`src/rtl/pipe_pkg.sv`:
```
// Shared definitions for the pipeline sequencer: next-PC select codes,
// the "operand unused" Tuse marker, FSM state encoding and the per-source
// Tuse/Tnew hazard test used by pipe_ctrl.
package pipe_pkg;

    localparam logic [1:0] PC_SEL_SEQ     = 2'd0;
    localparam logic [1:0] PC_SEL_HANDLER = 2'd1;
    localparam logic [1:0] PC_SEL_EPC     = 2'd2;

    // A Tuse of 3 can never be exceeded by a 2-bit Tnew, so unused operands
    // fall out of the hazard test without a special case.
    localparam logic [1:0] TUSE_NONE = 2'd3;

    typedef enum logic {
        ST_RUN   = 1'b0,
        ST_FLUSH = 1'b1
    } state_e;

    // True when the D-stage source 'rs' is produced by an older instruction
    // in E or M whose result will not be forwardable by the time D needs it.
    function automatic logic src_hazard(
        input logic [4:0] rs,
        input logic [1:0] tuse,
        input logic       e_wreg,
        input logic [4:0] e_waddr,
        input logic [1:0] e_tnew,
        input logic       m_wreg,
        input logic [4:0] m_waddr,
        input logic [1:0] m_tnew
    );
        logic e_hit;
        logic m_hit;
        e_hit = e_wreg & (e_waddr == rs) & (e_tnew > tuse);
        m_hit = m_wreg & (m_waddr == rs) & (m_tnew > tuse);
        return (rs != 5'd0) & (e_hit | m_hit);
    endfunction

endpackage

```
`src/rtl/pipe_ctrl_md_timer.sv`:
```
// md_timer: down-counter modelling the busy window of the multi-cycle
// mult/div unit. Loads the unit latency on an accepted issue, counts down to
// zero, and can be cleared when an exception squashes the operation.
module md_timer #(
    parameter int MUL_LAT = 5,
    parameter int DIV_LAT = 10,
    parameter int CNT_W   = 4
) (
    input  logic             clk,
    input  logic             rst_n,
    input  logic             load_i,
    input  logic             is_div_i,
    input  logic             clear_i,
    output logic             busy_o,
    output logic [CNT_W-1:0] cnt_o
);

    localparam logic [CNT_W-1:0] MUL_CNT = CNT_W'(MUL_LAT);
    localparam logic [CNT_W-1:0] DIV_CNT = CNT_W'(DIV_LAT);

    logic [CNT_W-1:0] cnt_q;
    logic [CNT_W-1:0] cnt_d;

    // Next count: clear wins, then a load into an idle unit, else count down.
    // An issue while already busy is ignored.
    always_comb begin
        cnt_d = cnt_q;
        if (clear_i) begin
            cnt_d = '0;
        end else if (load_i && (cnt_q == '0)) begin
            cnt_d = is_div_i ? DIV_CNT : MUL_CNT;
        end else if (cnt_q != '0) begin
            cnt_d = cnt_q - 1'b1;
        end
    end

    // Counter register; reset leaves the unit idle.
    always_ff @(posedge clk or negedge rst_n) begin
        if (!rst_n) begin
            cnt_q <= '0;
        end else begin
            cnt_q <= cnt_d;
        end
    end

    assign busy_o = (cnt_q != '0);
    assign cnt_o  = cnt_q;

endmodule

```
`src/rtl/pipe_ctrl.sv`:
```
// pipe_ctrl: central sequencer for the F/D, D/E, E/M and M/W pipeline
// registers. Produces enables/clears and the next-PC select from the
// Tuse/Tnew data-hazard test, the mult/div busy timer and a two-state
// RUN/FLUSH machine that squashes the pipe on exceptions and eret.
// Optional macro PIPE_CTRL_PERF_EN adds stall_cycles / flush_count outputs.
module pipe_ctrl
    import pipe_pkg::*;
#(
    parameter int MUL_LAT = 5,
    parameter int DIV_LAT = 10,
    parameter int CNT_W   = 4
) (
    input  logic             clk,
    input  logic             rst_n,
    input  logic [4:0]       d_rs,
    input  logic [4:0]       d_rt,
    input  logic [1:0]       d_tuse_rs,
    input  logic [1:0]       d_tuse_rt,
    input  logic [4:0]       e_waddr,
    input  logic [4:0]       m_waddr,
    input  logic             e_wreg,
    input  logic             m_wreg,
    input  logic [1:0]       e_tnew,
    input  logic [1:0]       m_tnew,
    input  logic             d_is_md,
    input  logic             md_start,
    input  logic             md_is_div,
    input  logic             exc_req,
    input  logic             eret_req,
    output logic             en_pc,
    output logic             en_fd,
    output logic             en_de,
    output logic             en_em,
    output logic             en_mw,
    output logic             clr_fd,
    output logic             clr_de,
    output logic             clr_em,
    output logic [1:0]       pc_sel,
    output logic             md_busy,
`ifdef PIPE_CTRL_PERF_EN
    output logic [31:0]      stall_cycles,
    output logic [31:0]      flush_count,
`endif
    output logic             dbg_state,
    output logic [CNT_W-1:0] dbg_md_cnt
);

    state_e state_q;
    state_e state_d;

    logic run;
    logic stall_rs;
    logic stall_rt;
    logic md_stall;
    logic stall;
    logic md_clear;
    logic md_load;

    assign run = (state_q == ST_RUN);

    // Data hazards: D reads a register an older instruction has not yet
    // produced in forwardable form. Register 0 is excluded inside src_hazard.
    assign stall_rs = src_hazard(d_rs, d_tuse_rs, e_wreg, e_waddr, e_tnew,
                                 m_wreg, m_waddr, m_tnew);
    assign stall_rt = src_hazard(d_rt, d_tuse_rt, e_wreg, e_waddr, e_tnew,
                                 m_wreg, m_waddr, m_tnew);

    // A HI/LO consumer in D waits while the unit is busy or being issued.
    assign md_stall = d_is_md & (md_busy | md_start);
    assign stall    = stall_rs | stall_rt | md_stall;

    // Only a committed exception kills an in-flight mult/div; eret does not.
    assign md_clear = run & exc_req;
    assign md_load  = run & md_start;

    md_timer #(
        .MUL_LAT (MUL_LAT),
        .DIV_LAT (DIV_LAT),
        .CNT_W   (CNT_W)
    ) u_md_timer (
        .clk      (clk),
        .rst_n    (rst_n),
        .load_i   (md_load),
        .is_div_i (md_is_div),
        .clear_i  (md_clear),
        .busy_o   (md_busy),
        .cnt_o    (dbg_md_cnt)
    );

    // State register.
    always_ff @(posedge clk or negedge rst_n) begin
        if (!rst_n) begin
            state_q <= ST_RUN;
        end else begin
            state_q <= state_d;
        end
    end

    // Next state and pipeline controls. Priority in RUN:
    // exception > eret > hazard stall > normal flow. FLUSH is a single
    // recovery cycle in which requests and hazards are not looked at.
    always_comb begin
        state_d = state_q;
        en_pc   = 1'b1;
        en_fd   = 1'b1;
        en_de   = 1'b1;
        en_em   = 1'b1;
        en_mw   = 1'b1;
        clr_fd  = 1'b0;
        clr_de  = 1'b0;
        clr_em  = 1'b0;
        pc_sel  = PC_SEL_SEQ;
        if (!rst_n) begin
            // Hold every stage with bubbles while reset is asserted.
            en_pc  = 1'b0;
            en_fd  = 1'b0;
            en_de  = 1'b0;
            en_em  = 1'b0;
            en_mw  = 1'b0;
            clr_fd = 1'b1;
            clr_de = 1'b1;
            clr_em = 1'b1;
        end else begin
            unique case (state_q)
                ST_RUN: begin
                    if (exc_req) begin
                        pc_sel  = PC_SEL_HANDLER;
                        clr_fd  = 1'b1;
                        clr_de  = 1'b1;
                        clr_em  = 1'b1;
                        state_d = ST_FLUSH;
                    end else if (eret_req) begin
                        pc_sel  = PC_SEL_EPC;
                        clr_fd  = 1'b1;
                        clr_de  = 1'b1;
                        clr_em  = 1'b1;
                        state_d = ST_FLUSH;
                    end else if (stall) begin
                        // Freeze PC and F/D, push a bubble into D/E.
                        en_pc  = 1'b0;
                        en_fd  = 1'b0;
                        clr_de = 1'b1;
                    end
                end
                ST_FLUSH: begin
                    state_d = ST_RUN;
                end
                default: begin
                    state_d = ST_RUN;
                end
            endcase
        end
    end

    assign dbg_state = state_q;

`ifdef PIPE_CTRL_PERF_EN
    logic [31:0] stall_cnt_q;
    logic [31:0] flush_cnt_q;
    logic [31:0] stall_cnt_d;
    logic [31:0] flush_cnt_d;

    // Performance counters: stalled RUN cycles and RUN->FLUSH entries.
    always_comb begin
        stall_cnt_d = stall_cnt_q;
        flush_cnt_d = flush_cnt_q;
        if (run && (exc_req || eret_req)) begin
            flush_cnt_d = flush_cnt_q + 32'd1;
        end else if (run && stall) begin
            stall_cnt_d = stall_cnt_q + 32'd1;
        end
    end

    // Counter registers; they wrap naturally at 2^32.
    always_ff @(posedge clk or negedge rst_n) begin
        if (!rst_n) begin
            stall_cnt_q <= '0;
            flush_cnt_q <= '0;
        end else begin
            stall_cnt_q <= stall_cnt_d;
            flush_cnt_q <= flush_cnt_d;
        end
    end

    assign stall_cycles = stall_cnt_q;
    assign flush_count  = flush_cnt_q;
`endif

endmodule

```
`config.mk`:
```
export PLATFORM = sky130hd
export DESIGN_NAME = pipe_ctrl
export DESIGN_NICKNAME = d
export VERILOG_FILES = /design/src/rtl/pipe_pkg.sv /design/src/rtl/pipe_ctrl_md_timer.sv /design/src/rtl/pipe_ctrl.sv
export SDC_FILE = /design/constraint.sdc
export NUM_CORES = 1
export LEC_CHECK = 0
export ABC_CLOCK_PERIOD_IN_PS = 6100
export CAP_MARGIN = 20
export CORE_MARGIN = 1
export CORE_UTILIZATION = 39
export CTS_BUF_LIST = sky130_fd_sc_hd__clkbuf_8 sky130_fd_sc_hd__clkbuf_16
export DETAILED_ROUTE_END_ITERATION = 10
export GPL_TIMING_DRIVEN = 0
export PLACE_DENSITY_LB_ADDON = 0.2
export SLEW_MARGIN = 40
export SYNTH_ARGS = -nofsm -noshare
export SYNTH_HDL_FRONTEND = slang
export SYNTH_SLANG_ARGS = --single-unit
export TNS_END_PERCENT = 5
```
`constraint.sdc`:
```
create_clock -name clk -period 6.1 [get_ports clk]
set_clock_uncertainty 0.1 [all_clocks]
set_input_delay 1.22 -clock clk [delete_from_list [all_inputs] [get_ports clk]]
set_output_delay 1.22 -clock clk [all_outputs]
set_load 0.01 [all_outputs]
```
==> impl_metrics.toml <==
[logic_synthesis]
yosys.area.top_type = "xnor2_1"
ys_warn_count = 0
synth_commonest_cells = "17 x xnor2_1, 11 x inv_1, 10 x ha_1"
yosys_register_bits = 5
syn-cell-area_um2 = 822
synth_cells = 106
synth-edff-count = 0
synth_ff_type = "dfrtp_1"
syn_nets = 153
yosysMostFrequentCell = "xnor2_1"
ys_types = 30
synth_area_leaders = "xnor2_1 18%, dfrtp_1 15%, ha_1 15%"
async_reset_ff_frac = 1.00
yosysTopAreaCellShare = 0.181
avgSynthCellArea_um2 = 7.76
yosysSeqAreaShare = 0.152

[drt]
vias_per_cell = 4.90
drc = 0
drt-total-wl_um = 2280
firstDrtPassIters = 4
via_count = 927
drtIter0Drc = 14
wl_per_cell_um = 12.1
drtAntennaViolNets = 0

[sta]
setup-violations-final = 0
maxSlewViolCount = 0
clock.fmax_mhz = 206
rsz0062_at_grt = "false"
worst_pin_slew_ns = 0.488
min_period_ns = 4.86
slew_headroom = 0.674
final-hold-violation-count = 0
setup_tns_ns = 0
period_share = 0.797

[global_routing]
antenna_found_initial = 0
grt_pass1_wl_um = 3280
grt_max_degree = 14
grt_overflow = 0
grt_pass1_vias = 813
grt_usage = 0.211

[critical_path]
crit_fanout = 2
worstSetupEndpointType = "output pin"
critPathKind = "in -> out"
startpoint_type = "primary input"
required_ns = 4.78
cp.arrival_ns = 3.54

[cells_and_area]
area_growth_pct = 72.9
utilization = 0.724
finalNetCount = 210
drive_above_1_share = 0.0679
finalNonFillerCells = 189
n_antenna_cell = 0

[clock_tree]
htree_levels = 1
cts_tree = "built"
clkSinkCount = 5
clock_path_buffers = 2
numCtsBuffers = 3
ctsResizeCount = 0
post_cts_buffers = 0
insertion_delay_ns = 0.22
path_clk_slew_ns = 0.04
hold_buffers = 0
cts_root_buf = "clkbuf_8"

[power]
pwr_density_cell_mw_per_mm2 = 226
irDropWorstVdd_mv = 0.176
leakagePower_uw = 0.000581

[die]
ios = 53
num_rows = 16
initial_utilization = 0.419
die_y_um = 47.9
core_mm2 = 0.00196
dieWidth_um = 47.9
die_area_mm2 = 0.00230

[placed_design]
place_inst = 185
place.gp.congestion = 0.761
port_buffers = 52
dp_hpwl_um = 1980

[min_path]
hold_path.class = "reg -> reg"

[outcome]
status = "finished clean"

[flow_run]
cap_violations = 0
[cell usage in the layout, fill, tap and decap left out, types with 2 or more instances in the layout]
cell             Yosys  layout
nor3_1               3       3
clkdlybuf4s50_1      0      52
nand3_1              8       8
dfrtp_1              5       5
a21oi_1              6       6
clkbuf_8             0       3
nor4_1               4       4
o21ai_0              3       3
xor2_1               5       5
or4_1                2       2
xnor2_1             17      17
nor2_1               3       3
nand2_1              6       6
a21boi_0             2       2
o22ai_1              2       2
buf_4                5       5
ha_1                10      10
inv_1               11      12
[stage by stage]
step | total power [uW] | instance area (um2) | worst slack [ns] | hold WS, ns
after floorplan | 166 | 822 | 2.26 | 0.511
after global placement | 250 | 1380 | 1.26 | 0.505
after detailed placement | 259 | 1380 | 1.25 | 0.537
after CTS | 324 | 1420 | 1.23 | 0.545
after global routing | 347 | 1420 | 1.00 | 0.596
final | 322 | 1420 | 1.24 | 0.532
[logic make-up after synthesis]
logic type	after synthesis	share of synthesized area
AO/OA/AOI/OAI	19	0.146
buffers and inverters	17	0.100
adder cells (fa/ha/maj)	10	0.152
XOR/XNOR	22	0.234
AND/OR/NAND/NOR	33	0.215
flip-flops	5	0.152
[final cells by class]
cell class              count  area, um2
plain buffers               5       37.5
clock buffers               3       41.3
clock inverters             1       3.75
fillers                   160        541
inverters                  12       45.0
multi-input cells          84        614
flip-flops and latches      5        125
well taps                  27       33.8
repair buffers             52        520
[final timing paths]
path,depth (start not counted),end,start,slack [ns]
worst max-delay path,11,en_pc,d_tuse_rs[1],1.24
worst min-delay path,2,u_md_timer.cnt_o[1],dbg_state,0.53
worst max register to register,7,u_md_timer.cnt_o[1],u_md_timer.cnt_o[0],4.41
worst min register to register,2,u_md_timer.cnt_o[1],dbg_state,0.53
max in group asynchronous,1,dbg_state,rst_n,4.34
min in group asynchronous,1,u_md_timer.cnt_o[3],rst_n,1.23
[per-layer routing]
metal	GRT usage	up-vias	share of wire
li1	-	478	-
met1	0.250	412	0.42
met2	0.376	33	0.52
met3	0.0453	4	0.044
met4	0.0667	0	0.013
met5	0	-	0
[power by group]
| group | internal [uW] | leakage, uW | switching [uW] |
|---|---|---|---|
| Clock | 43.3 | 0.0000269 | 18.4 |
| Sequential | 47.2 | 0.0000612 | 14.3 |
| Combinational | 110 | 0.000493 | 88.9 |
| Total | 200 | 0.000581 | 122 |
[critical path: stages]
cell and delay, ns:
clkdlybuf4s50_1 0.45, inv_1 0.05, ha_1 0.29, a21boi_0 0.20, nand4_1 0.12, nor4_1 0.29, o22ai_1 0.11, nand3_1 0.12
a21boi_1 0.09, buf_4 0.13, clkdlybuf4s50_1 0.46
[sequential cells by signal (all words and copies together) (netlist names)]
register and cells:
u_md_timer.cnt_o 4, dbg_state 1
Power figures use the tool's default switching activity.
==> edit 1: new RTL, same flow settings <==
Add a define of `PIPE_CTRL_PERF_EN`.
--- a/src/rtl/pipe_ctrl.sv
+++ b/src/rtl/pipe_ctrl.sv
@@ -5,2 +5,4 @@
 // Optional macro PIPE_CTRL_PERF_EN adds stall_cycles / flush_count outputs.
+`define PIPE_CTRL_PERF_EN
+
 module pipe_ctrl
Formal check against the unedited RTL (old outputs only; new: flush_count and stall_cycles): equivalent (equiv_simple and equiv_induct, registers matched by name and starting in step).
==> edit 1 against the unedited design <==
  * Sequential cell count up 64
  * Sequential share of layout area is 24 points higher
  * Wire length grew to 3.6 times the old value
  * Power rose to 4.2 times the old value
  * Critical path type unchanged
  * Synthesized cell count grew to 3.4 times the old value
  * Area after synthesis increased to 4.6 times the old value
  * Highest routed layer unchanged
  * Setup slack got worse by 0.42 ns
  * First-iteration DRC count grew to 4.4 times the old value
  * Critical endpoint unchanged
  * Count of clock-buffer cells in the layout up 6
  * Final area grew to 3.7 times the old value
  * Largest power group is now registers
  * Clock power rose to 5.9 times the old value
==> edit 1: results (changes against the unedited design) <==
[metrics] status: finished clean
[metrics] share of layout cells above drive strength 1: 9.96% (+3.2 points)
[metrics] First DRT Iteration DRCs: 62 (+48)
[metrics] hpwl dp: 6300 um (+220%)
[metrics] end point of the worst hold path: stall_cycles[31]$_DFFE_PN0P_
[metrics] number of fill cells: 853 (+430%)
[metrics] placed inst area: 5110 um^2 (+270%)
[metrics] average wire per cell in the routed design: 13.3 um (+10%)
[metrics] stage delay of the slowest cell on the critical path: 0.52 ns (+0.06 ns)
[metrics] total via count in the routed design: 2997 (+220%)
[metrics] Seq/Total Area, Yosys: 46.0% (+31 points)
[metrics] DP Worst Slack: 0.818 ns (-0.432 ns)
[metrics] Peak supply drop: 169 uV (-3.8%)
[metrics] total track usage: 17.8% (-3.3 points)
[metrics] CP Max Fanout: 10 (+8)
[metrics] number of buffer cells added on primary ports: 116 (+120%)
[metrics] top post-synthesis cells by count: dfrtp_1, xnor2_1, nand3_1
[metrics] reg-to-reg critical path startpoint: u_md_timer.cnt_o[1]$_DFFE_PN0P_
[metrics] global-route wire length before repair: 14100 um (+330%)
[metrics] Num CTS Buffers: 9 (+6)
[metrics] multi-input logic area: 1900 um^2 (+210%)
[metrics] Synth Net Count: 409 (+170%)
[metrics] mux share of post-synthesis cell area: 0.866% (+0.87 points)
[metrics] worst reg2reg path endpoint: stall_cycles[2]$_DFFE_PN0P_
[metrics] GP Congestion: 0.791 (+3.9%)
[metrics] minimum setup slack among reg-to-reg paths: 3.80 ns (-0.61 ns)
[metrics] r2r worst-path depth: 10 (+3)
[metrics] post-synthesis share of cell area spent on full adders, half adders and majority gates: 4.00% (-11 points)
[metrics] Compound-Gate Fraction of Synth Area: 3.90% (-11 points)
[metrics] count of nets after finishing: 537 (+160%)
[metrics] source of the worst hold timing path: stall_cycles[31]$_DFFE_PN0P_
[metrics] most area-consuming cells after synthesis: dfrtp_1, xnor2_1, nand3_1
[metrics] Synth Area in XOR/XNOR: 19.8% (-3.7 points)
[metrics] Tightest Pin Transition: 0.534 ns (+0.0464 ns)
[metrics] clock slew seen by the registers of the worst setup and hold paths: 0.08 ns (+0.04 ns)
[metrics] hold depth: 1 (-1)
[metrics] count of distinct cell types in the synthesized netlist: 44 (+47%)
[metrics] count of TritonRoute iterations in the first routing pass: 4 (unchanged)
[metrics] CP Data Arrival Time: 3.96 ns (+0.42 ns)
==> edit 1: changes by cell type in the layout (fill, tap and decap cells not counted), moves of 6 or more <==
cell,delta
dfrtp_1,+64
clkdlybuf4s50_1,+63
xnor2_1,+49
nand3_1,+24
nand2_1,+21
nor2_1,+16
and3_1,+13
nand4_1,+13
xor2_1,+12
clkbuf_8,+6
nand3_2,+6
==> edit 1: worst max path at each step <==
stage	from	endpoint	slack [ns]	depth (start not counted)
2_1_floorplan	d_tuse_rt[1]	en_pc	1.97	9
3_5_place_dp	d_tuse_rt[1]	en_pc	0.82	11
3_3_place_gp	rst_n	clr_de	-0.78	4
5_1_grt	d_tuse_rt[1]	en_pc	0.66	11
4_1_cts	d_tuse_rt[1]	en_pc	0.82	11
6_report	d_tuse_rt[1]	en_pc	0.82	11
==> edit 1: cell type report <==
type                       count  area share (%)
buffer                        11            1.47
clock buffer                   9            2.34
clock inverter                 6            1.21
inverter                      14           0.992
multi-input combinational    266            35.9
sequential                    69            32.6
tap                          129            3.05
timing repair buffer         117            22.5
==> edit 1: per-stage QoR <==
step           instances  total power, mW  hold WS, ns  setup TNS (ns)
6_report             621             1.34        0.378               0
4_1_cts              621             1.35        0.382               0
2_1_floorplan        360            0.777        0.404               0
3_3_place_gp         605            0.971        0.360           -4.35
5_1_grt              621             1.42        0.400               0
3_5_place_dp         606            0.980        0.371               0
==> edit 1: cells by family (layout without fill, tap and decap cells) <==
kind of cell	Yosys count	after routing
mux	3	3
simple gates	146	146
flops	69	69
xor+xnor	84	84
buf+inv	25	157
fa+ha+maj	12	12
compound gates	21	21
==> edit 1: worst max-delay path, delay by kind of cell <==
| kind | cells | cell delay (ns) |
|---|---|---|
| AND/OR/NAND/NOR | 2 | 0.23 |
| AO/OA/AOI/OAI | 3 | 0.81 |
| buffers and inverters | 5 | 1.38 |
| adder cells (fa/ha/maj) | 1 | 0.31 |
==> edit 1: routing by layer <==
| metal | track usage (%) | up-vias | routed length, um | share of wire (%) |
|---|---|---|---|---|
| met4 | 5.46 | 0 | 114 | 1.4 |
| li1 | - | 1490 | - | - |
| met3 | 5.85 | 9 | 502 | 6.1 |
| met1 | 22.0 | 1413 | 3740 | 45 |
| met5 | 0 | - | 0 | 0 |
| met2 | 29.5 | 85 | 3910 | 47 |
==> edit 1: power groups by stage <==
stage | clock network (mW) | logic [mW] | registers [mW]
2_1_floorplan | 0 | 0.178 | 0.600
3_3_place_gp | 0 | 0.385 | 0.586
3_5_place_dp | 0 | 0.394 | 0.586
4_1_cts | 0.377 | 0.400 | 0.578
5_1_grt | 0.402 | 0.433 | 0.588
6_report | 0.364 | 0.395 | 0.577
==> edit 2: new RTL, same settings <==
Without the edit above. Add an input register stage for `d_rt`, without a reset; this delays it by one clock. The other inputs are not delayed to match.
--- a/src/rtl/pipe_ctrl.sv
+++ b/src/rtl/pipe_ctrl.sv
@@ -47,2 +47,8 @@
 
+    logic [4:0] d_rt_q;
+
+    always_ff @(posedge clk) begin
+        d_rt_q <= d_rt;
+    end
+
     state_e state_q;
@@ -64,3 +70,3 @@
                                  m_wreg, m_waddr, m_tnew);
-    assign stall_rt = src_hazard(d_rt, d_tuse_rt, e_wreg, e_waddr, e_tnew,
+    assign stall_rt = src_hazard(d_rt_q, d_tuse_rt, e_wreg, e_waddr, e_tnew,
                                  m_wreg, m_waddr, m_tnew);
Behaviour: not the same (Yosys sat finds a counterexample within 4 cycles, from zero or initial values and one cycle with rst_n low).
==> edit 2 against the unedited design <==
  * Register-to-register slack lost 0.03 ns
  * Area after synthesis up 14%
  * Setup slack worse by 0.050 ns
  * Sequential cell count rose by 5
  * Critical path depth unchanged
  * Power up 15%
  * Wire length increased by 3.5%
  * Final area rose by 7.9%
  * Global-route usage down 1.0 points
  * Fmax down 1.0%
  * Highest routed layer unchanged
==> edit 2: results (changes against the unedited design) <==
[metrics] status: finished clean
[metrics] hpwl dp: 1980 um (-0.20%)
[metrics] most area-consuming cells after synthesis: xnor2_1, dfrtp_1, ha_1
[metrics] CP Data Arrival Time: 3.59 ns (+0.05 ns)
[metrics] Syn Area/Cell: 8.26 um^2 (+6.5%)
[metrics] switching power summed over all nets: 0.133 mW (+9.3%)
[metrics] clock network latency to the later pin of the worst-skew pair: 0.24 ns (+0.02 ns)
[metrics] global-route wire length before repair: 3900 um (+19%)
[metrics] pin count of the biggest net entering global routing: 15 (+1)
[metrics] Met2 Wirelength: 1150 um (-3.6%)
[metrics] asr flop ratio synth: 50.0% (-50 points)
[metrics] routed length on met3: 127 um (+27%)
[metrics] Seq/Total Area, Yosys: 24.1% (+8.9 points)
[metrics] number of global-route vias before repair: 939 (+15%)
[metrics] post-route met1 wirelength: 1050 um (+9.9%)
[metrics] Final Instance Count excl. Fillers: 197 (+4.2%)
[metrics] WHS: 0.519 ns (-0.0137 ns)
[metrics] dpl cells: 193 (+4.3%)
[metrics] final clock period utilization by the worst path: 80.5% (+0.82 points)
[metrics] minimum setup slack among reg-to-reg paths: 4.38 ns (-0.03 ns)
[metrics] top post-synthesis cells by count: xnor2_1, inv_1, ha_1
[metrics] DP Worst Slack: 1.17 ns (-0.0757 ns)
[metrics] leakage: 0.651 nW (+12%)
[metrics] final wirelength: 2360 um (+3.5%)
[metrics] share of layout cells above drive strength 1: 7.10% (+0.31 points)
[metrics] First DRT Iteration DRCs: 7 (-7)
[metrics] end point of the worst hold path: u_md_timer.cnt_o[3]$_DFFE_PN0P_
[metrics] flip-flop count of the largest register after layout: 5 (+1)
[metrics] source of the worst hold timing path: u_md_timer.cnt_o[3]$_DFFE_PN0P_
[metrics] total track usage: 20.1% (-1.0 points)
[metrics] Power Dens Cells: 241 nW/um^2 (+6.3%)
[edit 2: logic make-up after synthesis]
group           share of synthesized area, %
simple gates                            16.2
mux                                     1.07
fa+ha+maj                               13.4
flops                                   24.1
buf+inv                                 10.2
compound gates                          14.3
xor+xnor                                20.6
[edit 2: area by class of cell]
class	count	area [um^2]
Clock inverter	1	3.75
Tap cell	28	35.0
Fill cell	195	699
Inverter	14	52.6
Multi-Input combinational cell	83	613
Timing Repair Buffer	52	520
Buffer	6	42.5
Sequential cell	10	225
Clock buffer	3	41.3
[edit 2: per-layer routing]
metal | global-route usage [%] | up-vias
met2 | 32.9 | 31
met5 | 0 | -
li1 | - | 503
met1 | 24.3 | 424
met3 | 3.87 | 5
met4 | 11.6 | 0
[edit 2: critical path: stages]
cell and delay, ns:
clkdlybuf4s50_1 0.45, inv_1 0.05, ha_1 0.30, a21boi_0 0.20, nand4_1 0.13, nor4_1 0.28, o22ai_1 0.11, nand3_1 0.12
a31oi_1 0.11, buf_4 0.15, clkdlybuf4s50_1 0.46
